==> config.mk <==
export PLATFORM = sky130hd
export DESIGN_NAME = ch_table_selector
export DESIGN_NICKNAME = d
export VERILOG_FILES = /design/src/rtl/ch_sel_pkg.sv /design/src/rtl/ch_rank_cmp.sv /design/src/rtl/ch_table_selector.sv
export SDC_FILE = /design/constraint.sdc
export NUM_CORES = 1
export LEC_CHECK = 0
export ABC_AREA = 1
export BUFFER_PORTS_ARGS = -buffer_cell sky130_fd_sc_hd__buf_2
export CORE_MARGIN = 1.5
export CORE_UTILIZATION = 55
export CTS_CLUSTER_SIZE = 24
export DETAILED_ROUTE_END_ITERATION = 16
export PLACE_DENSITY = 0.72
export SETUP_SLACK_MARGIN = 0.3
export SYNTH_ARGS = -nofsm -noshare
export SYNTH_HDL_FRONTEND = slang
export SYNTH_SLANG_ARGS = --single-unit
==> constraint.sdc <==
create_clock -name clk -period 5.45 [get_ports clk]
set_clock_uncertainty 0.05 [all_clocks]
set_input_delay 1.09 -clock clk [delete_from_list [all_inputs] [get_ports clk]]
set_output_delay 1.09 -clock clk [all_outputs]
set_load 0.05 [all_outputs]
==> src/rtl/ch_sel_pkg.sv <==
// ---------------------------------------------------------------------------
// ch_sel_pkg
// Shared types for the cluster-head table selector.
//   ch_entry_t  : one table slot (valid, id, q, hops, age)
//   sel_state_t : selector FSM states (IDLE, SCAN, DONE)
//   ch_better() : ranking rule, fewest hops, then highest Q, then lowest ID
// Field widths here set the default widths of the ch_table_selector ports.
// ---------------------------------------------------------------------------
package ch_sel_pkg;

    localparam int CH_ID_W  = 8;
    localparam int CH_Q_W   = 16;
    localparam int CH_HOP_W = 8;
    localparam int CH_AGE_W = 4;

    typedef struct packed {
        logic                valid;
        logic [CH_ID_W-1:0]  id;
        logic [CH_Q_W-1:0]   q;
        logic [CH_HOP_W-1:0] hops;
        logic [CH_AGE_W-1:0] age;
    } ch_entry_t;

    typedef enum logic [1:0] {
        ST_IDLE = 2'd0,
        ST_SCAN = 2'd1,
        ST_DONE = 2'd2
    } sel_state_t;

    // True when a ranks strictly ahead of b. Validity is not looked at here;
    // callers decide whether either side is a live entry.
    function automatic logic ch_better(input ch_entry_t a, input ch_entry_t b);
        logic r;
        r = 1'b0;
        if (a.hops < b.hops)
            r = 1'b1;
        else if (a.hops == b.hops && a.q > b.q)
            r = 1'b1;
        else if (a.hops == b.hops && a.q == b.q && a.id < b.id)
            r = 1'b1;
        return r;
    endfunction

endpackage

==> src/rtl/ch_rank_cmp.sv <==
// ---------------------------------------------------------------------------
// ch_rank_cmp
// Combinational check of whether a candidate entry should replace the
// current best. Kept separate so a future parallel tree selector can reuse it.
// Ports:
//   cand      in  candidate table entry
//   best      in  current best entry
//   have_best in  best holds a real entry
//   better    out candidate is valid and beats (or is the first) best
// ---------------------------------------------------------------------------
module ch_rank_cmp
    import ch_sel_pkg::*;
(
    input  ch_entry_t cand,
    input  ch_entry_t best,
    input  logic      have_best,
    output logic      better
);

    // A valid candidate wins outright when nothing has been picked yet.
    assign better = cand.valid && (!have_best || ch_better(cand, best));

endmodule

==> src/rtl/ch_table_selector.sv <==
// ---------------------------------------------------------------------------
// ch_table_selector
// Holds up to NUM_CH cluster-head adverts, ages them out on age_tick and on
// request scans the table one slot per cycle to report the best cluster head.
// Ports:
//   clk, rst                 clock, synchronous active-high reset
//   upd_valid/upd_ready      advert handshake (ready only while IDLE)
//   upd_id/upd_q/upd_hops    advert contents
//   age_tick                 aging strobe (deferred while a scan runs)
//   sel_start                start a selection scan
//   sel_busy/sel_done        scan running / one-cycle result strobe
//   sel_found, chosen_*      registered result of the last scan
//   table_count              number of valid entries
//   upd_drop                 pulse when a new ID found the table full
// ---------------------------------------------------------------------------
module ch_table_selector
    import ch_sel_pkg::*;
#(
    parameter int NUM_CH  = 8,
    parameter int ID_W    = CH_ID_W,
    parameter int Q_W     = CH_Q_W,
    parameter int HOP_W   = CH_HOP_W,
    parameter int MAX_AGE = 7
) (
    input  logic                        clk,
    input  logic                        rst,
    input  logic                        upd_valid,
    output logic                        upd_ready,
    input  logic [ID_W-1:0]             upd_id,
    input  logic [Q_W-1:0]              upd_q,
    input  logic [HOP_W-1:0]            upd_hops,
    input  logic                        age_tick,
    input  logic                        sel_start,
    output logic                        sel_busy,
    output logic                        sel_done,
    output logic                        sel_found,
    output logic [ID_W-1:0]             chosen_ch,
    output logic [Q_W-1:0]              chosen_q,
    output logic [HOP_W-1:0]            chosen_hops,
    output logic [$clog2(NUM_CH+1)-1:0] table_count,
    output logic                        upd_drop
);

    localparam int IDX_W = $clog2(NUM_CH);
    localparam int CNT_W = $clog2(NUM_CH + 1);
    localparam logic [CH_AGE_W-1:0] AGE_MAX = CH_AGE_W'(MAX_AGE);

    sel_state_t       state;
    sel_state_t       state_next;
    ch_entry_t        tbl      [NUM_CH];
    ch_entry_t        tbl_next [NUM_CH];
    logic [IDX_W-1:0] idx;
    ch_entry_t        best;
    logic             have_best;
    logic             tick_pend;

    logic             accept;
    logic             tick_now;
    logic             match_hit;
    logic [IDX_W-1:0] match_idx;
    logic             free_hit;
    logic [IDX_W-1:0] free_idx;
    logic [CNT_W-1:0] count_next;
    logic             drop_next;

    ch_entry_t        cand;
    logic             cand_better;
    logic             last_idx;

    // Next-state and handshake decode. Adverts are only taken in IDLE so the
    // table stays frozen while the scan walks it.
    always_comb begin
        state_next = state;
        upd_ready  = 1'b0;
        sel_busy   = 1'b0;
        sel_done   = 1'b0;
        case (state)
            ST_IDLE: begin
                upd_ready = 1'b1;
                if (sel_start)
                    state_next = ST_SCAN;
            end
            ST_SCAN: begin
                sel_busy = 1'b1;
                if (last_idx)
                    state_next = ST_DONE;
            end
            ST_DONE: begin
                sel_done   = 1'b1;
                state_next = ST_IDLE;
            end
            default: state_next = ST_IDLE;
        endcase
    end

    // Table update. Match and free-slot search both look at the pre-tick
    // table, so a slot freed by this cycle's tick cannot be reused until the
    // next cycle. The update is applied after aging so it wins on a collision.
    always_comb begin
        accept     = upd_valid && upd_ready;
        tick_now   = upd_ready && (age_tick || tick_pend);
        match_hit  = 1'b0;
        match_idx  = '0;
        free_hit   = 1'b0;
        free_idx   = '0;
        count_next = '0;
        for (int i = 0; i < NUM_CH; i++) begin
            if (tbl[i].valid && tbl[i].id == upd_id) begin
                match_hit = 1'b1;
                match_idx = IDX_W'(i);
            end
        end
        for (int i = NUM_CH - 1; i >= 0; i--) begin
            if (!tbl[i].valid) begin
                free_hit = 1'b1;
                free_idx = IDX_W'(i);
            end
        end
        drop_next = accept && !match_hit && !free_hit;
        for (int i = 0; i < NUM_CH; i++) begin
            tbl_next[i] = tbl[i];
            if (tick_now && tbl[i].valid) begin
                if (tbl[i].age == AGE_MAX)
                    tbl_next[i].valid = 1'b0;
                else
                    tbl_next[i].age = tbl[i].age + CH_AGE_W'(1);
            end
            if (accept && match_hit && match_idx == IDX_W'(i)) begin
                tbl_next[i].valid = 1'b1;
                tbl_next[i].q     = upd_q;
                tbl_next[i].hops  = upd_hops;
                tbl_next[i].age   = '0;
            end else if (accept && !match_hit && free_hit && free_idx == IDX_W'(i)) begin
                tbl_next[i].valid = 1'b1;
                tbl_next[i].id    = upd_id;
                tbl_next[i].q     = upd_q;
                tbl_next[i].hops  = upd_hops;
                tbl_next[i].age   = '0;
            end
            count_next = count_next + CNT_W'(tbl_next[i].valid);
        end
    end

    // Table, entry count, drop pulse and the deferred tick. Ticks seen while
    // busy collapse into one pending tick that the first IDLE cycle consumes.
    always_ff @(posedge clk) begin
        if (rst) begin
            for (int i = 0; i < NUM_CH; i++)
                tbl[i] <= '0;
            table_count <= '0;
            upd_drop    <= 1'b0;
            tick_pend   <= 1'b0;
        end else begin
            tbl         <= tbl_next;
            table_count <= count_next;
            upd_drop    <= drop_next;
            tick_pend   <= upd_ready ? 1'b0 : (tick_pend | age_tick);
        end
    end

    assign cand     = tbl[idx];
    assign last_idx = (idx == IDX_W'(NUM_CH - 1));

    ch_rank_cmp u_rank_cmp (
        .cand      (cand),
        .best      (best),
        .have_best (have_best),
        .better    (cand_better)
    );

    // Scan datapath. The last slot's comparison is folded straight into the
    // result registers so chosen_* are already valid while sel_done is high.
    always_ff @(posedge clk) begin
        if (rst) begin
            state       <= ST_IDLE;
            idx         <= '0;
            best        <= '0;
            have_best   <= 1'b0;
            sel_found   <= 1'b0;
            chosen_ch   <= '1;
            chosen_q    <= '0;
            chosen_hops <= '1;
        end else begin
            state <= state_next;
            if (state == ST_IDLE && sel_start) begin
                idx       <= '0;
                have_best <= 1'b0;
            end else if (state == ST_SCAN) begin
                idx <= idx + IDX_W'(1);
                if (cand_better) begin
                    best      <= cand;
                    have_best <= 1'b1;
                end
                if (last_idx) begin
                    sel_found <= have_best | cand_better;
                    if (cand_better) begin
                        chosen_ch   <= cand.id;
                        chosen_q    <= cand.q;
                        chosen_hops <= cand.hops;
                    end else if (have_best) begin
                        chosen_ch   <= best.id;
                        chosen_q    <= best.q;
                        chosen_hops <= best.hops;
                    end else begin
                        chosen_ch   <= '1;
                        chosen_q    <= '0;
                        chosen_hops <= '1;
                    end
                end
            end
        end
    end

endmodule

==> impl_metrics.ini <==
[detailed_routing]
drcViolationCount = 0
routed_wl_mm = 61.95
num_vias = 19030
antenna_left = 0
drt_first_pass_iters = 8
wl_per_cell_um = 18.69
drt_iter0_drc = 1669
via_per_inst = 5.741

[clock_tree]
post-cts-setup-buffer-count = 0
cts_tree = done
clk_path_buf_depth = 3
cts-root-buf = clkbuf_16
htreeDepth = 2
path_clk_slew_ns = 0.06
cts.hold.buffers_added = 0
numCtsBuffers = 41
clock_sinks = 373
cts_resized = 0
clk-insertion-delay-late_ns = 0.57

[setup_path]
crit_buf_inv = 6
cp_num_cells = 23
cp.required_ns = 5.83
path_cells = buf_2 -> inv_2 -> nand2_1 -> o21ai_0 -> nor3b_1 -> nand3_1 -> nor2_2 -> nor2_1 -> a21oi_4 -> inv_2 -> nand4_1 -> nand2_2 -> or2_1 -> fa_1 -> fa_1 -> inv_1 -> fa_1 -> inv_1 -> ha_1 -> inv_1 -> fa_1 -> xor2_1 -> nor2_1
worstSetupPathType = input pin to register
ff2ff_path_depth = 22
crit_family = adder cells
crit_fanout = 10
cp_slowest_cell = fa_1
path_common_cell = fa_1
critPathArrivalTime_ns = 5.24
crit_path_end_kind = register
startpoint_type = input pin
cpPeakStageDelay_ns = 0.49

[pwr]
peakVddDrop_mv = 0.2334
p_per_area_mw_per_mm2 = 302.0
p_leak_uw = 0.009173

[yosys]
synth-async-reset-ratio_pct = 0
syn_area_mm2 = 0.01931
syn_nets = 2939
syn_inst = 2854
synth-edff-count = 0
synth_flop_cell = dfxtp_1
yosys_warnings = 0
yosysUniqueCellTypes = 52
ys_seq_area_share_pct = 38.67
syn_area_per_cell_um2 = 6.766
ys_seq_elements = 373

[placed_design]
place_area_mm2 = 0.01987
gp_congestion = 0.9720
preCtsSetupSlack_ns = 0.05975
io_buffers = 77
hpwl_mm = 38.78

[sta]
tns_ns = 0
fmax_ghz = 0.2054
finalCriticalPeriod_ns = 4.869
final.setup.worst_slack_ns = 0.5808
finalHoldViolCount = 0
fin_crit_sh_pct = 89.34
setup_viol = 0
slew_headroom_pct = 27.24
holdWs_ns = 0.4095
tightest_slew_ns = 1.090
slew_viol_final = 0
rsz0062_at_grt = no

[global_routing]
grt_pass1_wl_mm = 96.39
grt.overflow.total = 0
first_global_vias = 17670
antenna_found_initial = 5
grt_use_total_pct = 33.80
grt_start_max_net_pins = 136

[finish]
areaGrowthSynthToFinish_pct = 9.719
drive_gt1_share_pct = 9.139
design_area_mm2 = 0.02119
finalNetCount = 2915
nFillCells = 3257

[outcome]
outcome = completed

[run]
cap_viol_max_count = 0

[floorplanning]
num_rows = 68
fp.coreArea_mm2 = 0.03454
die_h_um = 190.4
die_area_mm2 = 0.03624
die_x_um = 190.4
ios = 78
initial_core_util_pct = 55.90

[worst_hold_path]
holdPathStages = 2
hp-class = register to register
==> cell type report <==
type | count | area, um2 | share of cell area (%)
Clock buffer | 62 | 1236 | 5.834
Timing Repair Buffer | 145 | 945.9 | 4.464
Multi-Input combinational cell | 1971 | 9751 | 46.02
Antenna cell | 4 | 10.01 | 0.04724
Clock inverter | 7 | 73.82 | 0.3484
Sequential cell | 373 | 7472 | 35.27
Inverter | 298 | 1130 | 5.332
Tap cell | 455 | 569.3 | 2.687
==> where the power goes <==
group          leakage, uW  internal, uW  switching, uW
clock network     0.000644          1600           1150
registers          0.00302          2790           36.9
logic              0.00551           265            552
total              0.00917          4660           1740
==> sequential cells by signal, summed over array words and instances (netlist names) <==
register and cells:
best 32, chosen_ch 8, chosen_hops 8, chosen_q 16, have_best 1, idx 3, sel_found 1, state 2
table_count 4, tbl 296, tick_pend 1, upd_drop 1
==> Yosys cell counts, drive strengths merged (2+ instances only) <==
cell type,count,area [um2]
a211oi,11,82.58
a21oi,362,1823
a31oi,11,90.08
buf,96,540.5
clkbuf,116,436.7
clkinv,4,15.01
dfxtp,373,7467
fa,4,80.08
ha,44,550.5
inv,294,1109
mux2i,5,50.05
nand2,379,1465
nand3,158,830.8
nand3b,24,180.2
nand4,18,142.6
nor2,468,1800
nor3,39,195.2
nor3b,4,30.03
nor4,10,68.81
o211ai,2,15.01
o21ai,373,1871
o22ai,14,93.84
or2,8,50.06
xnor2,6,52.55
xor2,27,236.5
==> metal layers <==
| layer | GRT usage (%) | up-vias | part of all wire (%) |
|---|---|---|---|
| met3 | 4.785 | 146 | 6.7 |
| li1 | - | 9250 | - |
| met5 | 0 | - | 0 |
| met4 | 16.84 | 0 | 4.3 |
| met1 | 43.16 | 8920 | 43 |
| met2 | 55.82 | 717 | 46 |
==> final timing paths <==
check,end,start,slack (ns)
worst max-delay path,table_count[2],upd_id[2],0.58
worst min-delay path,chosen_q[7],chosen_q[7],0.41
worst max register to register,table_count[2],tbl[295],0.89
worst min register to register,chosen_q[7],chosen_q[7],0.41
==> cells in the final DEF, fill, tap and decap left out, types with 16 or more instances in the layout <==
cell type | synthesis | routed
o21ai_1 | 35 | 35
nand4_1 | 16 | 16
dfxtp_1 | 373 | 371
ha_1 | 44 | 44
o21ai_0 | 337 | 337
nand2_1 | 368 | 368
inv_1 | 281 | 279
buf_2 | 48 | 77
nand3_1 | 153 | 152
a21oi_1 | 361 | 361
nand3b_1 | 24 | 24
clkbuf_16 | 0 | 42
nor3_1 | 39 | 39
xor2_1 | 27 | 27
nor2_1 | 462 | 461
buf_4 | 18 | 64
==> per-stage QoR <==
stage | util, % | cells | total power, uW
final | 61.34 | 3315 | 6399
after floorplan | - | 2854 | 3440
after global placement | 57.52 | 3242 | 3671
after CTS | 61.31 | 3311 | 6416
after global routing | 61.34 | 3315 | 6632
after detailed placement | 57.52 | 3242 | 3689
==> worst reg2reg max path, delay by kind of cell, from the launching register on <==
kind / cells / cell delay [ns]
flops: 1 / 0.57
compound gates: 1 / 0.17
simple gates: 11 / 1.31
fa+ha+maj: 5 / 1.92
buf+inv: 4 / 0.26
xor+xnor: 1 / 0.15
==> logic make-up (layout without fill, tap and decap cells) <==
group / Yosys count / after routing / synth area share [%]
buf+inv: 510 / 512 / 10.88
flops: 373 / 373 / 38.67
other cells: 0 / 4 / 0
fa+ha+maj: 48 / 48 / 3.266
simple gates: 1109 / 1109 / 24.70
mux: 5 / 5 / 0.2592
compound gates: 776 / 776 / 20.73
xor+xnor: 33 / 33 / 1.497
Note: power is estimated with default switching activity, not from simulation.
